## src/rtl/read_chan_mngr_multi_if.sv

```systemverilog
// Bus-side signals of the multi-outstanding read manager: request/grant,
// AR address channel and R data channel.
interface read_chan_mngr_multi_if #(
    parameter int DW = 32
);
    logic          req_rq;
    logic          gnt_rq;
    logic          arvalid;
    logic          arready;
    logic [3:0]    arid;
    logic [31:0]   araddr;
    logic [7:0]    arlen;
    logic          rvalid;
    logic          rready;
    logic [3:0]    rid;
    logic [DW-1:0] rdata;
    logic          rlast;

    modport master (
        output req_rq, arvalid, arid, araddr, arlen, rready,
        input  gnt_rq, arready, rvalid, rid, rdata, rlast
    );

    modport slave (
        input  req_rq, arvalid, arid, araddr, arlen, rready,
        output gnt_rq, arready, rvalid, rid, rdata, rlast
    );
endinterface

```

## src/rtl/read_chan_mngr_multi.sv

```systemverilog
// Multi-outstanding read manager: issues bursts into per-ID slots, reassembles
// out-of-order R beats into lines and hands finished lines to the read queue.
module read_chan_mngr_multi #(
    parameter logic [1:0] REQC_M_ID = 2'b00,
    parameter int         DW        = 32,
    parameter int         BEATS     = 4,
    parameter int         OUTS      = 4
) (
    input  logic                  clk,
    input  logic                  rst,
    read_chan_mngr_multi_if.master bus,
    input  logic                  rstart_rq,
    input  logic [31:0]           rin_addr,
    output logic                  raccept,
    output logic                  rnext_rq,
    output logic [3:0]            rnext_id,
    input  logic                  rqfull_1,
    output logic [BEATS*DW-1:0]   rdat_m_data,
    output logic                  rdat_m_valid,
    output logic [3:0]            rdat_m_id,
    output logic                  finish_mrd,
    output logic                  rid_err
);
    localparam int CW = $clog2(BEATS + 1);
    localparam int LW = BEATS * DW;

    typedef enum logic [1:0] {S_FREE, S_REQ, S_WAIT, S_DONE} slot_st_e;
    typedef enum logic [1:0] {AR_IDLE, AR_ARB, AR_ADDR} ar_st_e;

    slot_st_e      slot_st   [OUTS];
    logic [31:0]   slot_addr [OUTS];
    logic [CW-1:0] slot_cnt  [OUTS];
    logic [LW-1:0] slot_buf  [OUTS];

    ar_st_e        ar_st, ar_nxt;
    logic [3:0]    ar_id_q;
    logic [31:0]   ar_addr_q;

    logic          any_free, any_req, any_done, beat_hit;
    logic [1:0]    free_idx, req_idx, done_idx, beat_idx;
    logic [31:0]   req_addr;
    logic [LW-1:0] done_line;
    logic [CW-1:0] beat_cnt;
    logic          beat_room, alloc, ar_fire, deliver, err_evt;

    // Descending scan so the lowest-index match wins.
    always_comb begin
        // NOTE: every signal gets a default first so no latch can be inferred.
        any_free  = 1'b0;
        any_req   = 1'b0;
        any_done  = 1'b0;
        beat_hit  = 1'b0;
        free_idx  = '0;
        req_idx   = '0;
        done_idx  = '0;
        beat_idx  = '0;
        req_addr  = '0;
        done_line = '0;
        beat_cnt  = '0;
        for (int i = OUTS - 1; i >= 0; i--) begin
            if (slot_st[i] == S_FREE) begin
                any_free = 1'b1;
                free_idx = 2'(i);
            end
            if (slot_st[i] == S_REQ) begin
                any_req  = 1'b1;
                req_idx  = 2'(i);
                req_addr = slot_addr[i];
            end
            if (slot_st[i] == S_DONE) begin
                any_done  = 1'b1;
                done_idx  = 2'(i);
                done_line = slot_buf[i];
            end
            if (bus.rvalid && bus.rid[3:2] == REQC_M_ID && bus.rid[1:0] == 2'(i)
                && slot_st[i] == S_WAIT) begin
                beat_hit = 1'b1;
                beat_idx = 2'(i);
                beat_cnt = slot_cnt[i];
            end
        end
    end

    assign raccept   = any_free && !rst;
    assign alloc     = rstart_rq && raccept;
    assign ar_fire   = (ar_st == AR_ADDR) && bus.arready;
    assign deliver   = !rqfull_1 && any_done;
    assign beat_room = beat_cnt < CW'(BEATS);

    // Errors: start refused, beat for no waiting slot, overflow beat, short burst.
    assign err_evt = (rstart_rq && !raccept)
                   || (bus.rvalid && !beat_hit)
                   || (beat_hit && !beat_room)
                   || (beat_hit && beat_room && bus.rlast && beat_cnt < CW'(BEATS - 1));

    assign rnext_rq   = ar_fire;
    assign rnext_id   = ar_fire ? ar_id_q : 4'h0;
    assign bus.arid   = ar_id_q;
    assign bus.araddr = ar_addr_q;
    assign bus.arlen  = 8'(BEATS - 1);
    assign bus.rready = !rst;

    always_ff @(posedge clk) begin
        // NOTE: sequential state always uses non-blocking assignment.
        if (rst) ar_st <= AR_IDLE;
        else     ar_st <= ar_nxt;
    end

    always_comb begin
        ar_nxt      = ar_st;
        bus.req_rq  = 1'b0;
        bus.arvalid = 1'b0;
        unique case (ar_st)
            AR_IDLE: if (any_req) ar_nxt = AR_ARB;
            AR_ARB: begin
                bus.req_rq = 1'b1;
                if (bus.gnt_rq) ar_nxt = AR_ADDR;
            end
            AR_ADDR: begin
                // Grant loss here is ignored: arvalid must not drop once raised.
                bus.req_rq  = 1'b1;
                bus.arvalid = 1'b1;
                if (bus.arready) ar_nxt = AR_IDLE;
            end
            default: ar_nxt = AR_IDLE;
        endcase
    end

    always_ff @(posedge clk) begin
        if (rst) begin
            ar_id_q      <= '0;
            ar_addr_q    <= '0;
            rdat_m_data  <= '0;
            rdat_m_valid <= 1'b0;
            rdat_m_id    <= '0;
            finish_mrd   <= 1'b0;
            rid_err      <= 1'b0;
            for (int i = 0; i < OUTS; i++) slot_st[i] <= S_FREE;
        end else begin
            if (ar_st == AR_IDLE && any_req) begin
                ar_id_q   <= {REQC_M_ID, req_idx};
                ar_addr_q <= req_addr;
            end
            rdat_m_valid <= deliver;
            finish_mrd   <= deliver;
            if (deliver) begin
                rdat_m_data <= done_line;
                rdat_m_id   <= {REQC_M_ID, done_idx};
            end
            if (err_evt) rid_err <= 1'b1;
            // Each event needs a different slot state, so they never collide.
            for (int i = 0; i < OUTS; i++) begin
                if (alloc && free_idx == 2'(i))                      slot_st[i] <= S_REQ;
                if (ar_fire && ar_id_q[1:0] == 2'(i))                slot_st[i] <= S_WAIT;
                if (beat_hit && beat_idx == 2'(i) && bus.rlast)      slot_st[i] <= S_DONE;
                if (deliver && done_idx == 2'(i))                    slot_st[i] <= S_FREE;
            end
        end
    end

    // NOTE: slot storage has no reset; allocation clears it before any use.
    always_ff @(posedge clk) begin
        for (int i = 0; i < OUTS; i++) begin
            if (alloc && free_idx == 2'(i)) begin
                slot_addr[i] <= rin_addr;
                slot_cnt[i]  <= '0;
                slot_buf[i]  <= '0;
            end else if (beat_hit && beat_room && beat_idx == 2'(i)) begin
                slot_cnt[i] <= slot_cnt[i] + 1'b1;
                for (int b = 0; b < BEATS; b++) begin
                    if (slot_cnt[i] == CW'(b)) slot_buf[i][b*DW +: DW] <= bus.rdata;
                end
            end
        end
    end
endmodule

```

## src/flat_wrapper.sv

```systemverilog
// flat-port wrapper written by rule: the top's interface ports become plain ports
module read_chan_mngr_multi_flat 
#(
    parameter logic [1:0] REQC_M_ID = 2'b00,
    parameter int         DW        = 32,
    parameter int         BEATS     = 4,
    parameter int         OUTS      = 4
)
  (clk, rst, rstart_rq, rin_addr, raccept, rnext_rq, rnext_id, rqfull_1, rdat_m_data, rdat_m_valid, rdat_m_id, finish_mrd, rid_err, bus_req_rq, bus_arvalid, bus_arid, bus_araddr, bus_arlen, bus_rready, bus_gnt_rq, bus_arready, bus_rvalid, bus_rid, bus_rdata, bus_rlast);
  read_chan_mngr_multi_if #(.DW(DW)) bus_i ();
  input  logic clk;
  input  logic rst;
  input  logic rstart_rq;
  input  logic [31:0] rin_addr;
  output logic raccept;
  output logic rnext_rq;
  output logic [3:0] rnext_id;
  input  logic rqfull_1;
  output logic [BEATS*DW-1:0] rdat_m_data;
  output logic rdat_m_valid;
  output logic [3:0] rdat_m_id;
  output logic finish_mrd;
  output logic rid_err;
  output wire logic [$bits(bus_i.req_rq)-1:0] bus_req_rq;
  output wire logic [$bits(bus_i.arvalid)-1:0] bus_arvalid;
  output wire logic [$bits(bus_i.arid)-1:0] bus_arid;
  output wire logic [$bits(bus_i.araddr)-1:0] bus_araddr;
  output wire logic [$bits(bus_i.arlen)-1:0] bus_arlen;
  output wire logic [$bits(bus_i.rready)-1:0] bus_rready;
  input wire logic [$bits(bus_i.gnt_rq)-1:0] bus_gnt_rq;
  input wire logic [$bits(bus_i.arready)-1:0] bus_arready;
  input wire logic [$bits(bus_i.rvalid)-1:0] bus_rvalid;
  input wire logic [$bits(bus_i.rid)-1:0] bus_rid;
  input wire logic [$bits(bus_i.rdata)-1:0] bus_rdata;
  input wire logic [$bits(bus_i.rlast)-1:0] bus_rlast;
  assign bus_req_rq = bus_i.req_rq;
  assign bus_arvalid = bus_i.arvalid;
  assign bus_arid = bus_i.arid;
  assign bus_araddr = bus_i.araddr;
  assign bus_arlen = bus_i.arlen;
  assign bus_rready = bus_i.rready;
  assign bus_i.gnt_rq = bus_gnt_rq;
  assign bus_i.arready = bus_arready;
  assign bus_i.rvalid = bus_rvalid;
  assign bus_i.rid = bus_rid;
  assign bus_i.rdata = bus_rdata;
  assign bus_i.rlast = bus_rlast;
  read_chan_mngr_multi #(.REQC_M_ID(REQC_M_ID), .DW(DW), .BEATS(BEATS), .OUTS(OUTS)) u_core (.clk(clk), .rst(rst), .bus(bus_i), .rstart_rq(rstart_rq), .rin_addr(rin_addr), .raccept(raccept), .rnext_rq(rnext_rq), .rnext_id(rnext_id), .rqfull_1(rqfull_1), .rdat_m_data(rdat_m_data), .rdat_m_valid(rdat_m_valid), .rdat_m_id(rdat_m_id), .finish_mrd(finish_mrd), .rid_err(rid_err));
endmodule
```

## config.mk

```make
export PLATFORM = sky130hd
export DESIGN_NAME = read_chan_mngr_multi_flat
export DESIGN_NICKNAME = d
export VERILOG_FILES = /design/src/rtl/read_chan_mngr_multi_if.sv /design/src/rtl/read_chan_mngr_multi.sv /design/src/flat_wrapper.sv
export SDC_FILE = /design/constraint.sdc
export NUM_CORES = 1
export LEC_CHECK = 0
export ABC_AREA = 1
export BUFFER_PORTS_ARGS = -buffer_cell sky130_fd_sc_hd__buf_4
export CAP_MARGIN = 20
export CORE_MARGIN = 2
export CORE_UTILIZATION = 31
export DETAILED_ROUTE_END_ITERATION = 6
export PLACE_DENSITY_LB_ADDON = 0.1
export SKIP_LAST_GASP = 1
export SLEW_MARGIN = 20
export SYNTH_ARGS = -nofsm -noshare
export SYNTH_HDL_FRONTEND = slang
export SYNTH_SLANG_ARGS = --single-unit
```

## constraint.sdc

```tcl
create_clock -name clk -period 10.4 [get_ports clk]
set_input_delay 1.04 -clock clk [delete_from_list [all_inputs] [get_ports clk]]
set_output_delay 1.04 -clock clk [all_outputs]
set_load 0.03 [all_outputs]
```

==> flow_summary.json <==
{
  "status": "finished, final reports clean",
  "clock_path_buffers": 3,
  "hold_viol_final": 0,
  "clock_sinks": 828,
  "r2r_cells": 12,
  "startpoint_type": "register",
  "place_ws_ns": 5.950,
  "layout_setup_ws_ns": 6.208,
  "fin_cells": 4908,
  "coreArea_um2": 110700,
  "hold_class": "reg2reg",
  "rsz0062_at_grt": "no",
  "gp_congestion": 0.7932,
  "period_needed_ns": 4.192,
  "peakVddDrop_uv": 139.4,
  "critPathRequiredTime_ns": 10.74,
  "grt_max_degree": 189,
  "yosys_warnings": 0,
  "holdPathEnd": "u_core.rdat_m_id[1]",
  "die_height_um": 337.8,
  "crit_type": "reg2reg",
  "slew_violations": 0,
  "num_rows": 122,
  "synth.avg_cell_area_um2": 10.73,
  "relSlewSlack_pct": 25.48,
  "critPathMaxStageDelay_ns": 0.74,
  "cp-end-kind": "register",
  "fin_tns_setup_ns": 0,
  "drt-initial-drc-count": 1889,
  "io_buffers": 249,
  "area_delta_synth_final_pct": 17.60,
  "crit_slowest_cell": "nand4_2",
  "cts_buffers": 95,
  "cts_max_level": 3,
  "p_leak_nw": 15.78,
  "fin_hold_ws_ns": 0.4801,
  "powerDensity_nw_per_um2": 206.3,
  "drive_gt1_share_pct": 13.81,
  "crit_chain": "buf_4 > nand2_1 > nor2_2 > nand2_4 > nand2_2 > nor2_1 > nor2_4 > nand2_4 > inv_4 > nand4_2 > nand2_1 > buf_4",
  "cp_max_fo": 65,
  "clock_skew_ns": 0.02236,
  "antenna_found_initial": 2,
  "ctsHoldBuffers": 0,
  "synth_area_um2": 34540,
  "grt_pass1_wl_um": 167600,
  "grtUsageTotal_pct": 19.83,
  "drc": 0,
  "cp.arrival_ns": 4.53,
  "grt_pass1_vias": 25290,
  "synth_top_cell_by_area": "edfxtp_1",
  "post-cts-setup-buffer-count": 0,
  "maxCapViolations": 0,
  "synth_cell_types": 34,
  "firstDrtPassIters": 5,
  "start_util_pct": 31.21,
  "dp.cells": 4725,
  "via_per_inst": 5.086,
  "fmax_ghz": 0.2386,
  "finalSetupViolations": 0,
  "hold_depth": 2,
  "cts.clk_slew.worst_paths_ns": 0.06,
  "fin_nets": 3437,
  "place_hpwl_um": 65310,
  "r2r_slack_ns": 6.21,
  "die_area_um2": 114100,
  "routedWlPerCell_um": 23.29,
  "synth_top_area_share_pct": 57.38,
  "yosys_register_bits": 828,
  "ys_seq_area_share_pct": 67.11,
  "r2r-start": "u_core.slot_st[2][1]",
  "insertion_delay_ns": 0.68,
  "ys_top_cells_by_area": "edfxtp_1, dfxtp_1, nor2_1",
  "dieWidth_um": 337.8,
  "root_buffer": "clkbuf_16",
  "ant_nets": 0,
  "worstHoldStart": "u_core.rdat_m_id[1]",
  "min_period_over_period_pct": 40.31,
  "tightest_slew_ns": 1.118,
  "post_cts_resized": 0,
  "num_vias": 24960,
  "ioPinCount": 264,
  "crit-reg2reg-capture": "u_core.slot_buf[0][73]",
  "syn_inst": 3220,
  "routed_wl_um": 114300,
  "grt.overflow.total": 0,
  "cts_tree": "built"
}
-- stage by stage --
step           area [µm²]  utilization (%)  power, mW
4_1_cts             40550            36.64      8.474
2_1_floorplan       34590                -      4.657
3_5_place_dp        37510            33.89      5.205
3_3_place_gp        37510            33.89      5.193
5_1_grt             40620            36.70      8.695
6_report            40620            36.70      8.378
-- layout make-up --
| type | count | area, µm² |
|---|---|---|
| fill | 11000 | 70050 |
| sequential | 828 | 23180 |
| multi-input combinational | 1864 | 9286 |
| clock buffer | 136 | 2724 |
| timing repair buffer | 298 | 2297 |
| tap | 1488 | 1862 |
| inverter | 250 | 953.4 |
| clock inverter | 43 | 312.8 |
| antenna | 1 | 2.502 |
-- sequential cells by signal (all words and copies together) (netlist names) --
name and cells:
u_core.rdat_m_data 128, u_core.rdat_m_id 2, u_core.ar_st 2, u_core.slot_buf 512
u_core.slot_st 8, u_core.slot_cnt 12, u_core.rdat_m_valid 1, u_core.slot_addr 128
u_core.bus.araddr 32, u_core.bus.arid 2, u_core.rid_err 1
-- metal layers --
metal / share of wire (%) / global-route usage (%)
met5: 0.020 / 0
met4: 2.4 / 5.976
met3: 6.3 / 3.827
met2: 48 / 33.21
met1: 43 / 25.97
-- worst max-delay path, delay by kind of cell (launching register included) --
kind                   cells  cell delay, ns
buffers and inverters      3            1.20
flip-flops                 1            0.33
AND/OR/NAND/NOR            9            2.28
-- power by group --
part	internal, mW	switching (mW)	leakage, nW
clock network	1.87	1.39	1.49
registers	3.76	0.118	7.76
logic	0.335	0.901	6.53
-- Yosys cell counts --
| cell | instances |
|---|---|
| nor2_1 | 717 |
| edfxtp_1 | 660 |
| nand3_1 | 337 |
| inv_1 | 245 |
| nand2_1 | 244 |
| clkbuf_1 | 212 |
| dfxtp_1 | 168 |
| o21ai_0 | 166 |
| a31oi_1 | 161 |
| o221ai_1 | 161 |
| buf_2 | 36 |
| ha_1 | 24 |
| buf_1 | 21 |
| buf_4 | 17 |
| a21oi_1 | 9 |
| nand2_2 | 8 |
| buf_6 | 4 |
| nand4_1 | 4 |
| nand3_4 | 3 |
| nand4_2 | 3 |
| clkinv_1 | 2 |
| conb_1 | 2 |
| inv_2 | 2 |
| nand2_4 | 2 |
| nor2_4 | 2 |
| nor2_8 | 2 |
| a211oi_1 | 1 |
| and2_1 | 1 |
| inv_4 | 1 |
| nand3_2 | 1 |
| nor2_2 | 1 |
| nor3_1 | 1 |
| nor4_1 | 1 |
| o21ai_1 | 1 |
-- placed cells by master, fill, tap and decap left out, types with 4 or more instances in the layout --
cell and instances:
nand2_2 9, nor2_4 4, a21oi_1 9, buf_4 294, clkinv_1 18, nand2_1 241, clkbuf_16 97, a31oi_1 161
edfxtp_1 660, nand4_1 4, nand2_4 4, inv_1 242, nor2_1 715, clkbuf_1 24, clkbuf_8 15, dfxtp_1 168
nand3_1 335, o21ai_0 166, o221ai_1 161, conb_1 14, ha_1 24, clkinv_2 17, nand3_4 4
-- logic make-up (layout without fill, tap and decap cells) --
group / count (synthesis) / after routing / synth area share [%]
compound gates: 499 / 499 / 9.570
fa+ha+maj: 24 / 24 / 0.8694
buf+inv: 540 / 727 / 6.277
flops: 828 / 828 / 67.11
other cells: 2 / 15 / 0.02174
simple gates: 1327 / 1327 / 16.15
-- worst max path at each step --
stage	startpoint	end	cells after the start	slack [ns]
3_3_place_gp	bus_rid[2]	u_core.slot_buf[0][72]	13	5.99
6_report	u_core.slot_st[2][1]	u_core.slot_buf[0][73]	12	6.21
2_1_floorplan	rst	u_core.slot_buf[2][0]	7	5.35
4_1_cts	u_core.slot_st[0][1]	u_core.slot_buf[0][75]	12	6.16
5_1_grt	u_core.slot_st[0][1]	u_core.slot_buf[0][80]	12	5.81
3_5_place_dp	bus_rid[2]	u_core.slot_buf[0][66]	13	5.95
Note: power is estimated with default switching activity, not from simulation.
